**src/rtl/ef_psram_init_seq.sv**
```systemverilog
// Power-up / re-init sequencer that owns the PSRAM pads and sends RSTIO, WRMR (and EQIO).
// Define EF_PSRAM_INIT_QUAD_EN to append the EQIO frame and leave the device in SQI mode.
module ef_psram_init_seq #(
  parameter int unsigned CLK_DIV  = 2,
  parameter int unsigned CE_GAP   = 4,
  parameter logic [7:0]  MODE_REG = 8'h40
) (
  input  logic       HCLK,
  input  logic       HRESETn,
  input  logic       start,
  input  logic       ctrl_sck,
  input  logic       ctrl_ce_n,
  input  logic [3:0] ctrl_dout,
  input  logic [3:0] ctrl_douten,
  output logic       sck,
  output logic       ce_n,
  output logic [3:0] dout,
  output logic [3:0] douten,
  output logic       busy,
  output logic       done
);

  // state | meaning
  // GAP   | ce_n high for CE_GAP cycles, before each frame and before DONE
  // SHIFT | ce_n low, mode-0 shifting of the current frame MSB-first
  // HOLD  | ce_n low, sck low for CLK_DIV cycles after the last bit
  // DONE  | pads pass through from the controller
  typedef enum logic [1:0] {S_GAP, S_SHIFT, S_HOLD, S_DONE} state_t;

`ifdef EF_PSRAM_INIT_QUAD_EN
  localparam logic [1:0] NUM_FRAMES = 2'd3;
`else
  localparam logic [1:0] NUM_FRAMES = 2'd2;
`endif
  localparam logic [7:0] DIV_LOAD = 8'(CLK_DIV - 1);
  localparam logic [7:0] GAP_LOAD = 8'(CE_GAP - 1);

  state_t     state, state_n;
  logic [7:0] cnt, cnt_n;
  logic [3:0] bit_idx, bit_idx_n;
  logic       sck_ph, sck_ph_n;
  logic [1:0] frame, frame_n;
  logic [15:0] word;
  logic [3:0]  top_bit;

  always_ff @(posedge HCLK or negedge HRESETn) begin
    if (!HRESETn) begin
      state   <= S_GAP;
      cnt     <= GAP_LOAD;
      bit_idx <= 4'd0;
      sck_ph  <= 1'b0;
      frame   <= 2'd0;
    end else begin
      state   <= state_n;
      cnt     <= cnt_n;
      bit_idx <= bit_idx_n;
      sck_ph  <= sck_ph_n;
      frame   <= frame_n;
    end
  end

  always_comb begin
    word    = 16'h0000;
    top_bit = 4'd7;
    case (frame)
      2'd0: word = 16'h00FF;
      2'd1: begin
        word    = {8'h01, MODE_REG};
        top_bit = 4'd15;
      end
`ifdef EF_PSRAM_INIT_QUAD_EN
      2'd2: word = 16'h0038;
`endif
      default: word = 16'h0000;
    endcase
  end

  always_comb begin
    state_n   = state;
    cnt_n     = cnt;
    bit_idx_n = bit_idx;
    sck_ph_n  = sck_ph;
    frame_n   = frame;
    case (state)
      S_GAP: begin
        if (cnt == 8'd0) begin
          if (frame == NUM_FRAMES) begin
            state_n = S_DONE;
          end else begin
            state_n   = S_SHIFT;
            cnt_n     = DIV_LOAD;
            sck_ph_n  = 1'b0;
            bit_idx_n = top_bit;
          end
        end else begin
          cnt_n = cnt - 8'd1;
        end
      end
      S_SHIFT: begin
        if (cnt == 8'd0) begin
          cnt_n = DIV_LOAD;
          if (!sck_ph) begin
            sck_ph_n = 1'b1;
          end else begin
            sck_ph_n = 1'b0;
            if (bit_idx == 4'd0) state_n = S_HOLD;
            else bit_idx_n = bit_idx - 4'd1;
          end
        end else begin
          cnt_n = cnt - 8'd1;
        end
      end
      S_HOLD: begin
        if (cnt == 8'd0) begin
          state_n = S_GAP;
          cnt_n   = GAP_LOAD;
          frame_n = frame + 2'd1;
        end else begin
          cnt_n = cnt - 8'd1;
        end
      end
      default: begin
        if (start) begin
          state_n = S_GAP;
          cnt_n   = GAP_LOAD;
          frame_n = 2'd0;
        end
      end
    endcase
  end

  // RSTIO drives all four lines high so it also works if the device is already in SQI.
  always_comb begin
    sck    = 1'b0;
    ce_n   = 1'b1;
    dout   = 4'h0;
    douten = 4'h0;
    busy   = 1'b1;
    done   = 1'b0;
    case (state)
      S_SHIFT, S_HOLD: begin
        ce_n = 1'b0;
        sck  = (state == S_SHIFT) && sck_ph;
        if (frame == 2'd0) begin
          dout   = 4'hF;
          douten = 4'hF;
        end else begin
          dout   = {3'b000, word[bit_idx]};
          douten = 4'h1;
        end
      end
      S_DONE: begin
        sck    = ctrl_sck;
        ce_n   = ctrl_ce_n;
        dout   = ctrl_dout;
        douten = ctrl_douten;
        busy   = 1'b0;
        done   = 1'b1;
      end
      default: ;
    endcase
  end

endmodule

```
**config.mk**
```make
export PLATFORM = sky130hd
export DESIGN_NAME = ef_psram_init_seq
export DESIGN_NICKNAME = d
export VERILOG_FILES = /design/src/rtl/ef_psram_init_seq.sv
export SDC_FILE = /design/constraint.sdc
export NUM_CORES = 1
export LEC_CHECK = 0
export ABC_AREA = 0
export CAP_MARGIN = 5
export CORE_AREA = 2 2 70 72
export CTS_CLUSTER_DIAMETER = 30
export DETAILED_ROUTE_END_ITERATION = 7
export DIE_AREA = 0 0 72 74
export GPL_ROUTABILITY_DRIVEN = 0
export PLACE_DENSITY = 0.57
export SLEW_MARGIN = 20
export SYNTH_ARGS = -nofsm -noshare
export SYNTH_HDL_FRONTEND = slang
export SYNTH_SLANG_ARGS = --single-unit
```
**constraint.sdc**
```tcl
create_clock -name HCLK -period 2.41 [get_ports HCLK]
set_clock_uncertainty 0.15 [all_clocks]
set_input_delay 0.482 -clock HCLK [delete_from_list [all_inputs] [get_ports HCLK]]
set_output_delay 0.482 -clock HCLK [all_outputs]
set_load 0.02 [all_outputs]
```
======== Word-level counts from Yosys, hierarchy flattened ========
Cells that the tools add are included.
Widths: inputs -> output; s select.
storage, ports and cells
  register bits ........................... 17
  latch bits .............................. 0
  bits in writable memories ............... 0
  bits in read-only memories .............. 0
  input port bits ......................... 13
  output and inout port bits .............. 12
  logic and storage cells ................. 77
  memories kept ........................... 0
operators by class
  $add $sub $neg .......................... 3
  multiply operators ...................... 0
  divide/modulo/power cells ............... 0
  magnitude comparators ................... 1
  equal/unequal tests ..................... 13
  shift operators ......................... 0
  multiplexer cells ....................... 39
  bitwise operators ....................... 1
  reduce and logical (&&, ||, !) cells .... 15
operators by type and width
  kind                 count
  $mux 8               5
  $mux 4               8
  $pmux 4 s2           3
  $pmux 8 s3           1
  $pmux 9 s2           1
  $mux 2               8
  $ne 2x2->1 const B   7
  $reduce_and 6->1     2
  $logic_not 8->1      1
  $sub 8x1->8 const B  1
  $mux 1               7
  $eq 2x2->1 const B   3
  $pmux 1 s2           3
  $pmux 2 s3           1
  $lt 4x5->1 const B   1
  $bmux 1 s4           1
  $eq 2x1->1 const B   2
  $logic_not 2->1      2
  $logic_not 4->1      1
  $pmux 2 s2           1
  $reduce_and 4->1     1
  $reduce_bool 2->1    2
  $reduce_bool 4->1    1
  $reduce_or 2->1      2
  other kinds (7)      7

======== Logic depth before layout (Yosys ltp) ========
  depth after elaboration ................. 6
  depth in mapped cells ................... 8
  gate-level depth less buffers ........... 6

======== Worst setup path before layout ========
Ideal clock, no wire load.
  kind .................................... flip-flop to flip-flop
  from .................................... register cnt[0]
  to ...................................... register cnt[5]
  setup time .............................. 77 ps
  arrival time ............................ 1921 ps
  required time ........................... 2183 ps
  slack ................................... 262 ps
  stages on the path, launching flop included .. 8
  buffers on the path ..................... 1
  clock period less this slack ............ 2148 ps
  cells stage by stage .................... dfstp_2 inv_1 ha_1 or3b_2 o31ai_2 buf_6 or4_2 a21oi_1
between the ends
  cells in the longest elaborated chain, start to end .. 3
  elaborated cells between the ends (all ways) .. 8
  classes of those cells .................. 1 x add/sub; 1 x eq/ne; 4 x mux; 2 x reduce/logical
ends and longest elaborated chain
  what                                                   RTL line  text
  from (decl)                                            39        logic [7:0] cnt, cnt_n;
  from (signal assigned)                                 55        cnt <= cnt_n;
  $sub 8x1->8 / $logic_not 8->1 (equally long branches)  n/a
  $mux 8 (tied with other cells)                         114       if (cnt == 8'd0) begin
  $pmux 8 s3 / $reduce_and 2->1 (equally long branches)  n/a
Parallel ways exist; a longest one is shown, timed or not.
A chain may end at the register's enable or synchronous reset.

======== Final worst setup path ========
  from .................................... register state[0]
  to ...................................... output port dout[1]
between the ends
  cells in the longest elaborated chain, start to end .. 3
  elaborated cells between the ends (all ways) .. 5
  classes of those cells .................. 3 x eq/ne; 1 x mux; 1 x reduce/logical
ends and longest elaborated chain
  what                                             RTL line  text
  from (decl)                                      38        state_t state, state_n;
  from (signal assigned)                           54        state <= state_n;
  $eq 2x1->1 / $eq 2x2->1 (equally long branches)  140       case (state)
  $reduce_or 2->1                                  140
  $pmux 4 s2 *                                     140
  to (decl)                                        17        output logic [3:0] dout,
Every way passes the cells marked *; elsewhere a longest branch is shown, timed or not.

==> results.sh <==
export IMPL_critPathBufInv=2
export IMPL_antenna_left=0
export IMPL_ios=25
export IMPL_fillers=466
export IMPL_fmaxAchievable_mhz=430
export IMPL_finalCritPeriodShare_pct=96.5
export IMPL_critPathSlowestCell="dfrtp_1"
export IMPL_numPortBuffers=24
export IMPL_timing_rr_start="state[0]"
export IMPL_reg2reg_depth=7
export IMPL_grt_pass1_wl_um=5770
export IMPL_nets=231
export IMPL_die_w_um=72
export IMPL_htree_num_levels=1
export IMPL_cts_tree="built"
export IMPL_cp_end_kind="output port"
export IMPL_num_rows=25
export IMPL_vdd_drop_max_uv=179
export IMPL_synth_compound_area_share_pct=25.9
export IMPL_firstDrtPassIters=4
export IMPL_total_power_uw=541
export IMPL_die_area_um2=5330
export IMPL_whs_path_depth=2
export IMPL_hold_class="register to register"
export IMPL_start_util_pct=29.2
export IMPL_clkLatencyLatePin_ns=0.26
export IMPL_power_density_nw_per_um2=292
export IMPL_hold_viol=0
export IMPL_async_flop_share_pct=100
export IMPL_worst_pin_slew_ns=0.411
export IMPL_layout_min_cycle_time_ns=2.33
export IMPL_seq_area_frac_synth_pct=31.9
export IMPL_syn_num_nets=182
export IMPL_rsz0062_at_grt="true"
export IMPL_ff2ff_setup_slack_ns=0.09
export IMPL_drt_iter0_markers=59
export IMPL_required_ns=1.78
export IMPL_routed_wl_met2_um=1640
export IMPL_multiInputGateArea_um2=860
export IMPL_cp_max_fo=6
export IMPL_cts_buffers=3
export IMPL_ys_flop_type="dfrtp_1"
export IMPL_drive_above_1_share_pct=28.6
export IMPL_yosysTopAreaCell="dfrtp_1"
export IMPL_grt_pass1_vias=1292
export IMPL_ys_top_cells_by_area="dfrtp_1 (28%), ha_1 (10%), a21oi_1 (7.1%), nand2_1 (4.5%), dfstp_2 (3.9%)"
export IMPL_place_inst=256
export IMPL_routed_top_layer="met3"
export IMPL_syn2layout_area_growth_pct=37.8
export IMPL_seq_area_um2=428
export IMPL_fin_cells=260
export IMPL_grt_max_degree=18
export IMPL_drc=0
export IMPL_clkSinkCount=17
export IMPL_yosys_area_share_simple_pct=23.0
export IMPL_finalWirelength_um=3460
export IMPL_coreArea_um2=4600
export IMPL_worst_path_stages=5
export IMPL_maxCapViolCount=0
export IMPL_cts_buffer_depth=2
export IMPL_ys_types=48
export IMPL_grt_util_all_layers_pct=13.5
export IMPL_crit_chain="inv_1, ha_4, nand2_1, a21oi_1, clkdlybuf4s15_2"
export IMPL_ys_ff_latch=17
export IMPL_antenna_cells=0
export IMPL_wire_per_inst_um=13.3
export IMPL_routed_wl_met3_um=139
export IMPL_synth_edf_count=0
export IMPL_synth_top_family_by_area="compound AO/OA/AOI/OAI gates"
export IMPL_die_h_um=74
export IMPL_yosysTopAreaCellShare_pct=28.0
export IMPL_hold_path_startpoint="cnt[1]"
export IMPL_post_cts_buffers=0
export IMPL_critPathCapture="dout[1]"
export IMPL_cp_top_family="flip-flops"
export IMPL_criticalPathCategory="register to output port"
export IMPL_power_leakage_uw=0.000881
export IMPL_synth_mux_area_share_pct=2.33
export IMPL_syn_inst=158
export IMPL_synthAdderAreaFrac_pct=10.3
export IMPL_cpPeakStageDelay_ns=0.44
export IMPL_overflow=0
export IMPL_whs_ns=0.372
export IMPL_post_dp_hpwl_um=2560
export IMPL_path_clk_slew_ns=0.08
export IMPL_slew_violations=0
export IMPL_yosysWarnings=0
export IMPL_syn_area_um2=1340
export IMPL_worstSetupStartpointType="register"
export IMPL_synth_xor_area_share_pct=0
export IMPL_vias_per_cell=5.22
export IMPL_arrival_ns=1.69
export IMPL_wl_met1_um=1680
export IMPL_crit_reg2reg_capture="cnt[4]"
export IMPL_status="finished, final reports clean"
export IMPL_relSlewSlack_pct=72.6
export IMPL_avgSynthCellArea_um2=8.49
export IMPL_finalSetupViolCount=0
export IMPL_antenna_found_initial=0
export IMPL_vias=1356
export IMPL_crit_path_start="state[0]"
export IMPL_cts_root_buf="clkbuf_8"
==> per-stage QoR <==
| stage | worst slack, ns | setup TNS (ns) | instance area (um2) | utilization, % |
|---|---|---|---|---|
| floorplan | 0.262 | 0 | 1340 | - |
| finish | 0.0848 | 0 | 1850 | 40.2 |
| CTS | -0.000186 | -0.000186 | 1850 | 40.2 |
| global route | -0.0222 | -0.0269 | 1850 | 40.2 |
| global placement | 0.0298 | 0 | 1810 | 39.3 |
| detailed placement | -0.00898 | -0.0124 | 1810 | 39.3 |
==> layout make-up <==
class                      count  area share, %
inverter                      13           2.64
sequential                    17           23.2
timing repair buffer          50           21.5
clock inverter                 1          0.271
multi-input combinational    122           46.5
clock buffer                   3           2.23
tap                           54           3.66
==> sequential cells by signal (all words and copies together), names as in the netlist <==
signal   cells
sck_ph       1
state        2
bit_idx      4
cnt          8
frame        2
==> cells in the final DEF, fill, tap and decap left out, types with 3 or more instances in the layout <==
master / instances
nand2_1: 16
o21ai_0: 7
or3_2: 3
clkdlybuf4s50_1: 13
ha_1: 9
nand3_1: 3
buf_4: 26
clkbuf_8: 3
nor3_1: 3
dfrtp_1: 15
a21oi_1: 19
inv_1: 13
clkbuf_2: 7
nor2_1: 14
dlygate4sd2_1: 3
==> power by group <==
part	internal (uW)	switching [uW]	leakage (uW)	total (uW)
Combinational	18.9	8.90	0.000649	27.8
Clock	115	112	0.0000255	228
Sequential	285	0	0.000206	285
==> Yosys cell counts, drive strengths merged, types with 3 or more instances <==
master / number
nor3: 3
or4: 4
nor2: 15
o21ai: 7
nand3: 3
dfrtp: 15
a21oi: 20
inv: 13
buf: 3
nand2: 16
or3: 4
clkbuf: 3
o31ai: 3
ha: 11
==> logic make-up after synthesis <==
| kind of cell | Yosys count |
|---|---|
| AND/OR/NAND/NOR | 57 |
| AO/OA/AOI/OAI | 51 |
| buffers and inverters | 19 |
| multiplexers | 3 |
| flip-flops | 17 |
| adder cells (fa/ha/maj) | 11 |
==> routing by layer <==
layer  GRT usage [%]  vias up
met5               0        -
met4            1.89        0
met3            3.52        0
met2            22.7       29
met1            17.9      650
li1                -      677
==> worst min-delay path by stage <==
| stage | to | slack [ns] |
|---|---|---|
| 6_report | cnt[1] | 0.37 |
| 5_1_grt | cnt[1] | 0.40 |
| 4_1_cts | cnt[1] | 0.37 |
| 3_5_place_dp | cnt[1] | 0.36 |
| 3_3_place_gp | cnt[1] | 0.35 |
| 2_1_floorplan | bit_idx[0] | 0.04 |
==> tightest hold or removal path, cell delays in order, from the launching register on <==
cell and delay [ns]:
dfstp_2 0.38, nor2_1 0.09, a31oi_1 0.05
==> what timing repair did <==
action,4_1_cts,5_1_grt
gates resized for setup,18,14
hold buffers,0,0
endpoints found under the setup margin,12,13
Note: power is estimated with default switching activity, not from simulation.
